--- src/rtl/uart_pkg.sv ---
// Shared definitions for the uart_6809 register block: register bit positions,
// the common TX/RX state encoding and default configuration values.
package uart_pkg;

    localparam int STAT_RX_READY    = 0;
    localparam int STAT_TX_NOT_FULL = 1;
    localparam int STAT_TX_IDLE     = 2;
    localparam int STAT_RX_OVERRUN  = 3;
    localparam int STAT_FRAME_ERR   = 4;
    localparam int STAT_TX_OVR      = 5;

    localparam int CTRL_RIE     = 0;
    localparam int CTRL_TIE     = 1;
    localparam int CTRL_LOOP    = 6;
    localparam int CTRL_CLR_ERR = 7;

    localparam int DEFAULT_CLKS_PER_BIT  = 104;
    localparam int DEFAULT_TX_FIFO_DEPTH = 4;

    typedef enum logic [1:0] {
        ST_IDLE,
        ST_START,
        ST_DATA,
        ST_STOP
    } uart_state_t;

    function automatic logic [7:0] status_byte(
        input logic rx_ready,
        input logic tx_not_full,
        input logic tx_idle,
        input logic rx_overrun,
        input logic frame_err,
        input logic tx_ovr
    );
        logic [7:0] s;
        s                   = '0;
        s[STAT_RX_READY]    = rx_ready;
        s[STAT_TX_NOT_FULL] = tx_not_full;
        s[STAT_TX_IDLE]     = tx_idle;
        s[STAT_RX_OVERRUN]  = rx_overrun;
        s[STAT_FRAME_ERR]   = frame_err;
        s[STAT_TX_OVR]      = tx_ovr;
        return s;
    endfunction

endpackage

--- src/rtl/uart_rx_deser.sv ---
// 8N1 receive deserializer: 2-flop synchronizer, false-start filter, mid-bit sampling.
// With UART_LOOPBACK_EN defined, the line can be taken from the local TX shifter instead.
module uart_rx_deser
    import uart_pkg::*;
#(
    parameter int CLKS_PER_BIT = DEFAULT_CLKS_PER_BIT
) (
    input  logic       clk,
    input  logic       rst_n,
    input  logic       rx,
`ifdef UART_LOOPBACK_EN
    input  logic       loop,
    input  logic       loop_line,
`endif
    output logic [7:0] data,
    output logic       done,
    output logic       frame_err
);

    localparam int CW = $clog2(CLKS_PER_BIT);
    localparam logic [CW-1:0] BIT_LAST  = CW'(CLKS_PER_BIT - 1);
    localparam logic [CW-1:0] HALF_LAST = CW'(CLKS_PER_BIT / 2 - 1);

    logic [1:0]    sync;
    logic          line;
    logic          line_q;
    uart_state_t   state;
    logic [CW-1:0] clk_cnt;
    logic [2:0]    bit_cnt;
    logic [7:0]    shift;
    logic          tick;

    // Synchronizer resets to the idle (high) level so reset release is not seen as a start edge.
    // NOTE: non-blocking assignments so every flop samples the pre-edge value of its source.
    always_ff @(posedge clk or negedge rst_n) begin
        if (!rst_n) sync <= 2'b11;
        else        sync <= {sync[0], rx};
    end

`ifdef UART_LOOPBACK_EN
    assign line = loop ? loop_line : sync[1];
`else
    assign line = sync[1];
`endif

    assign tick = (clk_cnt == BIT_LAST);

    always_ff @(posedge clk or negedge rst_n) begin
        if (!rst_n) begin
            state   <= ST_IDLE;
            clk_cnt <= '0;
            bit_cnt <= '0;
            shift   <= '0;
            line_q  <= 1'b1;
        end else begin
            line_q <= line;
            case (state)
                ST_IDLE: begin
                    clk_cnt <= '0;
                    bit_cnt <= '0;
                    if (line_q && !line) state <= ST_START;
                end
                ST_START: begin
                    if (clk_cnt == HALF_LAST) begin
                        clk_cnt <= '0;
                        state   <= line ? ST_IDLE : ST_DATA;
                    end else begin
                        clk_cnt <= clk_cnt + 1'b1;
                    end
                end
                ST_DATA: begin
                    if (tick) begin
                        clk_cnt <= '0;
                        shift   <= {line, shift[7:1]};
                        bit_cnt <= bit_cnt + 1'b1;
                        if (bit_cnt == 3'd7) state <= ST_STOP;
                    end else begin
                        clk_cnt <= clk_cnt + 1'b1;
                    end
                end
                ST_STOP: begin
                    if (tick) begin
                        clk_cnt <= '0;
                        state   <= ST_IDLE;
                    end else begin
                        clk_cnt <= clk_cnt + 1'b1;
                    end
                end
                default: state <= ST_IDLE;
            endcase
        end
    end

    // Completion pulses are decoded from the stop-bit sample so the top can register them directly.
    assign data      = shift;
    assign done      = (state == ST_STOP) && tick && line;
    assign frame_err = (state == ST_STOP) && tick && !line;

endmodule

--- src/rtl/uart_6809.sv ---
// Memory-mapped 8N1 UART for the 6809 bus: TX FIFO + shifter, RX holding register, sticky errors, IRQ.
// Optional feature macro: UART_LOOPBACK_EN (CONTROL bit 6 routes TX back into RX and holds o_tx high).
module uart_6809
    import uart_pkg::*;
#(
    parameter int CLKS_PER_BIT  = DEFAULT_CLKS_PER_BIT,
    parameter int TX_FIFO_DEPTH = DEFAULT_TX_FIFO_DEPTH
) (
    input  logic       i_clk,
    input  logic       i_rst_n,
    input  logic       i_uart_data_ce,
    input  logic       i_uart_status_ce,
    input  logic       i_uart_control_ce,
    input  logic       i_valid,
    input  logic       i_rw,
    input  logic [7:0] i_data,
    output logic [7:0] o_data,
    input  logic       i_rx,
    output logic       o_tx,
    output logic       o_irq
);

    localparam int AW = $clog2(TX_FIFO_DEPTH);
    localparam int CW = $clog2(CLKS_PER_BIT);
    localparam logic [CW-1:0] BIT_LAST = CW'(CLKS_PER_BIT - 1);

    logic data_wr, data_rd, ctrl_wr, clr_err;

    assign data_wr = i_valid && i_uart_data_ce && !i_rw;
    assign data_rd = i_valid && i_uart_data_ce && i_rw;
    assign ctrl_wr = i_valid && i_uart_control_ce && !i_rw;
    assign clr_err = ctrl_wr && i_data[CTRL_CLR_ERR];

    // ---------------- TX FIFO ----------------
    logic [7:0]  fifo_mem [TX_FIFO_DEPTH];
    logic [AW:0] wr_ptr, rd_ptr;
    logic        fifo_empty, fifo_full, push, pop;
    logic [7:0]  fifo_head;

    uart_state_t   tx_state;
    logic [CW-1:0] tx_cnt;
    logic [2:0]    tx_bit;
    logic [7:0]    tx_shift;
    logic          tx_line;
    logic          tx_tick;
    logic          tx_idle;

    assign fifo_empty = (wr_ptr == rd_ptr);
    assign fifo_full  = (wr_ptr[AW] != rd_ptr[AW]) && (wr_ptr[AW-1:0] == rd_ptr[AW-1:0]);
    assign fifo_head  = fifo_mem[rd_ptr[AW-1:0]];

    assign tx_tick = (tx_cnt == BIT_LAST);
    assign pop     = !fifo_empty && ((tx_state == ST_IDLE) || ((tx_state == ST_STOP) && tx_tick));
    // A pop in the same cycle frees the slot, so a write to a full FIFO is still accepted.
    assign push    = data_wr && (!fifo_full || pop);
    assign tx_idle = fifo_empty && (tx_state == ST_IDLE);

    // NOTE: FIFO storage is not reset; the pointers alone define which entries are valid.
    always_ff @(posedge i_clk) begin
        if (push) fifo_mem[wr_ptr[AW-1:0]] <= i_data;
    end

    always_ff @(posedge i_clk or negedge i_rst_n) begin
        if (!i_rst_n) begin
            wr_ptr <= '0;
            rd_ptr <= '0;
        end else begin
            if (push) wr_ptr <= wr_ptr + 1'b1;
            if (pop)  rd_ptr <= rd_ptr + 1'b1;
        end
    end

    // ---------------- TX shifter ----------------
    always_ff @(posedge i_clk or negedge i_rst_n) begin
        if (!i_rst_n) begin
            tx_state <= ST_IDLE;
            tx_cnt   <= '0;
            tx_bit   <= '0;
            tx_shift <= '0;
            tx_line  <= 1'b1;
        end else begin
            case (tx_state)
                ST_IDLE: begin
                    tx_cnt <= '0;
                    if (pop) begin
                        tx_state <= ST_START;
                        tx_shift <= fifo_head;
                        tx_line  <= 1'b0;
                    end
                end
                ST_START: begin
                    if (tx_tick) begin
                        tx_cnt   <= '0;
                        tx_bit   <= '0;
                        tx_state <= ST_DATA;
                        tx_line  <= tx_shift[0];
                    end else begin
                        tx_cnt <= tx_cnt + 1'b1;
                    end
                end
                ST_DATA: begin
                    if (tx_tick) begin
                        tx_cnt <= '0;
                        if (tx_bit == 3'd7) begin
                            tx_bit   <= '0;
                            tx_state <= ST_STOP;
                            tx_line  <= 1'b1;
                        end else begin
                            tx_bit   <= tx_bit + 1'b1;
                            tx_shift <= {1'b0, tx_shift[7:1]};
                            tx_line  <= tx_shift[1];
                        end
                    end else begin
                        tx_cnt <= tx_cnt + 1'b1;
                    end
                end
                ST_STOP: begin
                    if (tx_tick) begin
                        tx_cnt <= '0;
                        // Chain straight into the next start bit when more data is queued.
                        if (pop) begin
                            tx_state <= ST_START;
                            tx_shift <= fifo_head;
                            tx_line  <= 1'b0;
                        end else begin
                            tx_state <= ST_IDLE;
                        end
                    end else begin
                        tx_cnt <= tx_cnt + 1'b1;
                    end
                end
                default: tx_state <= ST_IDLE;
            endcase
        end
    end

    // ---------------- RX path ----------------
    logic [7:0] rx_byte;
    logic       rx_done, rx_ferr;
    logic       ctrl_loop;

    uart_rx_deser #(
        .CLKS_PER_BIT(CLKS_PER_BIT)
    ) u_rx (
        .clk      (i_clk),
        .rst_n    (i_rst_n),
        .rx       (i_rx),
`ifdef UART_LOOPBACK_EN
        .loop     (ctrl_loop),
        .loop_line(tx_line),
`endif
        .data     (rx_byte),
        .done     (rx_done),
        .frame_err(rx_ferr)
    );

    // ---------------- Registers ----------------
    logic [7:0] rx_hold;
    logic       rx_ready, rx_overrun, frame_err, tx_ovr;
    logic       ctrl_rie, ctrl_tie;

    always_ff @(posedge i_clk or negedge i_rst_n) begin
        if (!i_rst_n) begin
            rx_hold    <= '0;
            rx_ready   <= 1'b0;
            rx_overrun <= 1'b0;
            frame_err  <= 1'b0;
            tx_ovr     <= 1'b0;
            ctrl_rie   <= 1'b0;
            ctrl_tie   <= 1'b0;
        end else begin
            if (ctrl_wr) begin
                ctrl_rie <= i_data[CTRL_RIE];
                ctrl_tie <= i_data[CTRL_TIE];
            end

            // A read that coincides with a completion frees the register for the new byte.
            if (rx_done) begin
                if (!rx_ready || data_rd) begin
                    rx_hold  <= rx_byte;
                    rx_ready <= 1'b1;
                end
            end else if (data_rd) begin
                rx_ready <= 1'b0;
            end

            // Error events take priority over a coincident sticky clear.
            if (rx_done && rx_ready && !data_rd) rx_overrun <= 1'b1;
            else if (clr_err)                    rx_overrun <= 1'b0;

            if (rx_ferr)      frame_err <= 1'b1;
            else if (clr_err) frame_err <= 1'b0;

            if (data_wr && !push) tx_ovr <= 1'b1;
            else if (clr_err)     tx_ovr <= 1'b0;
        end
    end

`ifdef UART_LOOPBACK_EN
    always_ff @(posedge i_clk or negedge i_rst_n) begin
        if (!i_rst_n)     ctrl_loop <= 1'b0;
        else if (ctrl_wr) ctrl_loop <= i_data[CTRL_LOOP];
    end

    assign o_tx = ctrl_loop ? 1'b1 : tx_line;
`else
    assign ctrl_loop = 1'b0;
    assign o_tx      = tx_line;
`endif

    // ---------------- Read mux and IRQ ----------------
    logic [7:0] ctrl_byte;
    logic [7:0] stat_byte;

    assign stat_byte = status_byte(rx_ready, !fifo_full, tx_idle, rx_overrun, frame_err, tx_ovr);

    // NOTE: every always_comb output gets a default first so no latch is inferred.
    always_comb begin
        ctrl_byte           = '0;
        ctrl_byte[CTRL_RIE] = ctrl_rie;
        ctrl_byte[CTRL_TIE] = ctrl_tie;
`ifdef UART_LOOPBACK_EN
        ctrl_byte[CTRL_LOOP] = ctrl_loop;
`endif
    end

    always_comb begin
        o_data = '0;
        if (i_uart_data_ce)         o_data = rx_hold;
        else if (i_uart_status_ce)  o_data = stat_byte;
        else if (i_uart_control_ce) o_data = ctrl_byte;
    end

    assign o_irq = (ctrl_rie && rx_ready) || (ctrl_tie && tx_idle);

endmodule

--- config.mk ---
export PLATFORM = sky130hd
export DESIGN_NAME = uart_6809
export DESIGN_NICKNAME = d
export VERILOG_FILES = /design/src/rtl/uart_pkg.sv /design/src/rtl/uart_rx_deser.sv /design/src/rtl/uart_6809.sv
export SDC_FILE = /design/constraint.sdc
export NUM_CORES = 1
export LEC_CHECK = 0
export CELL_PAD_IN_SITES_DETAIL_PLACEMENT = 0
export CELL_PAD_IN_SITES_GLOBAL_PLACEMENT = 2
export CORE_ASPECT_RATIO = 1.4
export CORE_MARGIN = 1.5
export CORE_UTILIZATION = 47
export CTS_BUF_LIST = sky130_fd_sc_hd__clkbuf_4
export CTS_CLUSTER_SIZE = 12
export DETAILED_ROUTE_END_ITERATION = 8
export GPL_TIMING_DRIVEN = 0
export PLACE_DENSITY = 0.94
export SETUP_SLACK_MARGIN = 0.5
export SLEW_MARGIN = 20
export SYNTH_ARGS = -nofsm -noshare
export SYNTH_HDL_FRONTEND = slang
export SYNTH_SLANG_ARGS = --single-unit
--- constraint.sdc ---
create_clock -name i_clk -period 5.45 [get_ports i_clk]
set_input_delay 1.09 -clock i_clk [delete_from_list [all_inputs] [get_ports i_clk]]
set_output_delay 1.09 -clock i_clk [all_outputs]
set_load 0.02 [all_outputs]
==> run metrics <==
clk buf depth=2; Final Hold Fails=0; Fin Hold WS=roughly 0.37 ns; syn avg cell area=13.2 µm²; port bufs=25; routability cong.=0.785; #FFs+latches synth=96; Core Area=0.00913 mm²; endpoints failing setup=0; Final Cell Area=0.00498 mm²; count of cells resized by post-cts repair=0; max-slew violations=0; async set-reset flop share out of synthesis=0.667; DR pass1 iterations=6; clock root cell=clkbuf_4; Critical Path Fanout Max=10; CP peak stage delay=0.62 ns; initial antenna violation count=1; CTS sink cnt=96; Top FF cell, synth=dfrtp_1; Max-slew headroom=0.339; failing checks=design-rule violations; register area share after synthesis=0.575; number of core rows=about 40; vias in the first global route=2825; Slew @ Worst Pin=0.991 ns; PnR Total Power=about 2 mW; share of cells above drive strength 1=0.194; Hold Crit Depth=0; post-place instance area=between 0.004 and 0.005 mm²; area added between synthesis and finish=11.6%; Die Width=85.3 µm; critical path arrival=about 2.9 ns; starting DRC count in detailed routing=around 150; via count=about 2700; syn nets=372; total gr overflow=0; clk_lat worst skew=0.42 ns; Routed Wire Length=approximately 8000 µm; worst setup path class=in2out; Clock Skew=0.0140 ns; CP Launch Type=input port; die area=0.0101 mm²; wire per inst=16.1 µm; CTS Hold Bufs=0; RSZ-0062 raised after global routing=false; cts bufs inserted=9; Post-DP HPWL=5760 µm; Filler Cell Count=787; Yosys warning count=0; Power per Cell Area=393 mW/mm²; final setup TNS=0 ns; Clock transition at path regs=~0.13 ns; Die Span Y=roughly 120 µm; I/O Pins=26; CP cell instances=clkdlybuf4s50_1 -> clkbuf_1 -> a22o_1 -> clkdlybuf4s50_1; first-pass GRT wire length=approximately 13000 µm; Distinct cells, synth=55; Worst IR Drop VDD=0.193 mV; status=finished with violations; CP max stage cell=clkdlybuf4s50_1; Period minus WS final=roughly 4 ns; Critical Path Most Common Cell=clkdlybuf4s50_1; worst hold path type=reg2reg; drc violations=1; ratio of final minimum period to clock period=0.734; r2r worst-path depth=5; Max Fclk=~250 MHz; vias per cell=5.52; Syn Std Cell Area=0.00446 mm²; Pleak=2.05 nW; # H-tree levels=3; max-cap violations=0; post-CTS setup buffers=0; Routed Antenna Nets=0; CP endpoint kind=primary output; largest net degree at the start of global routing=53; Global Route Usage Sum=0.169; Mapped Cells=339; Total Nets Final=409; Initial Util=0.489; Post-synth EDFFs=32; CP required=approximately 4.4 ns; TritonCTS clock tree=done
==> kinds of logic after synthesis <==
kind of cell,after synthesis,share of synthesized area
simple gates,100,0.125
flops,96,0.575
compound gates,56,0.0917
mux,33,0.104
buf+inv,21,0.0219
fa+ha+maj,17,0.0477
xor+xnor,16,0.0348
==> placed cells by master, fill, tap and decap left out, drive strengths merged, types with 3 or more instances in the layout <==
cell type,n
a21oi,6
a22o,4
a22oi,3
a31oi,4
and2,8
and3,3
buf,8
clkbuf,14
clkdlybuf4s50,24
clkinv,4
dfrtp,60
dfstp,4
edfxtp,32
ha,17
inv,12
mux2,23
mux4,8
nand2,23
nand2b,8
nand3,9
nor2,16
nor2b,7
nor3,8
nor3b,6
o21ai,17
o221a,6
or2,3
xnor2,5
xor2,11
==> metal layers <==
metal,share of wire,vias to the layer above,track usage
li1,-,1320,-
met1,0.42,1349,0.192
met2,0.55,24,0.308
met3,0.020,8,0.0321
met4,0.016,0,0.0675
met5,0,-,0
==> synthesized netlist by cell type, drive strengths merged (2+ instances only) <==
cell type  instances  area, µm²
or4                2       18.8
xnor2              5       43.8
nor3               8       45.0
mux2              23        263
nor2b              7       43.8
a211oi             2       15.0
clkbuf             3       11.3
nor2              16       60.1
nand2             23       86.3
nand4              2       12.5
mux4               8        180
nand2b             8       50.1
o221a              6       67.6
edfxtp            32        961
nand3              9       45.0
dfstp              4        105
a21oi              6       30.0
and3               3       18.8
and2               8       50.1
o41ai              2       25.0
a31oi              4       25.0
o21ai             17       85.1
or2                3       18.8
inv               12       45.0
xor2              11        111
mux2i              2       20.0
a21o               2       15.0
a22o               4       35.0
buf                6       41.3
nor3b              6       67.6
dfrtp             60       1500
a32o               2       20.0
a22oi              3       22.5
ha                17        213
==> stage by stage <==
stage	cells	util	setup WS (ns)
floorplan	339	-	2.59
global placement	471	0.531	1.14
detailed placement	472	0.533	1.42
CTS	488	0.545	1.42
global route	489	0.545	1.35
finish	489	0.545	1.45
==> path summary, 6_finish.rpt <==
kind / startpoint / endpoint / slack [ns]
max: i_uart_data_ce / o_data[3] / 1.45
min: u_rx.sync[0]$_DFF_PN1_ / u_rx.sync[1]$_DFF_PN1_ / 0.37
max reg2reg: tx_cnt[0]$_DFF_PN0_ / fifo_mem[3][4]$_DFFE_PP_ / 3.06
min reg2reg: u_rx.sync[0]$_DFF_PN1_ / u_rx.sync[1]$_DFF_PN1_ / 0.37
max in group asynchronous: i_rst_n / u_rx.line_q$_DFF_PN1_ / 4.40
min in group asynchronous: i_rst_n / tx_bit[2]$_DFFE_PN0P_ / 0.49
==> sequential cells by signal, indices dropped and copies added, names as in the netlist, 2 cells and up, named ones only <==
name	flops
fifo_mem	32
rx_hold	8
tx_shift	8
u_rx.data	8
tx_cnt	7
u_rx.clk_cnt	7
rd_ptr	3
tx_bit	3
u_rx.bit_cnt	3
wr_ptr	3
tx_state	2
u_rx.sync	2
==> where the power goes <==
part           switching [mW]  leakage [nW]  internal (mW)
combinational           0.353         0.883          0.324
sequential             0.0980          1.11          0.865
clock                   0.216        0.0594         0.0994
total                   0.666          2.05           1.29
==> layout make-up <==
type	count	area [µm²]	area share
clock buffers	11	82.6	0.0166
inverters	12	45.0	0.00905
diodes	1	2.50	0.000503
repair buffers	26	275	0.0553
flip-flops and latches	96	2570	0.516
plain buffers	9	52.6	0.0106
well taps	107	134	0.0269
clock inverters	5	23.8	0.00477
multi-input cells	222	1800	0.361
==> critical path: cells and delay by family <==
family          cells  cell delay [ns]
buf+inv             3             1.59
compound gates      1             0.23
Power figures use the tool's default switching activity.
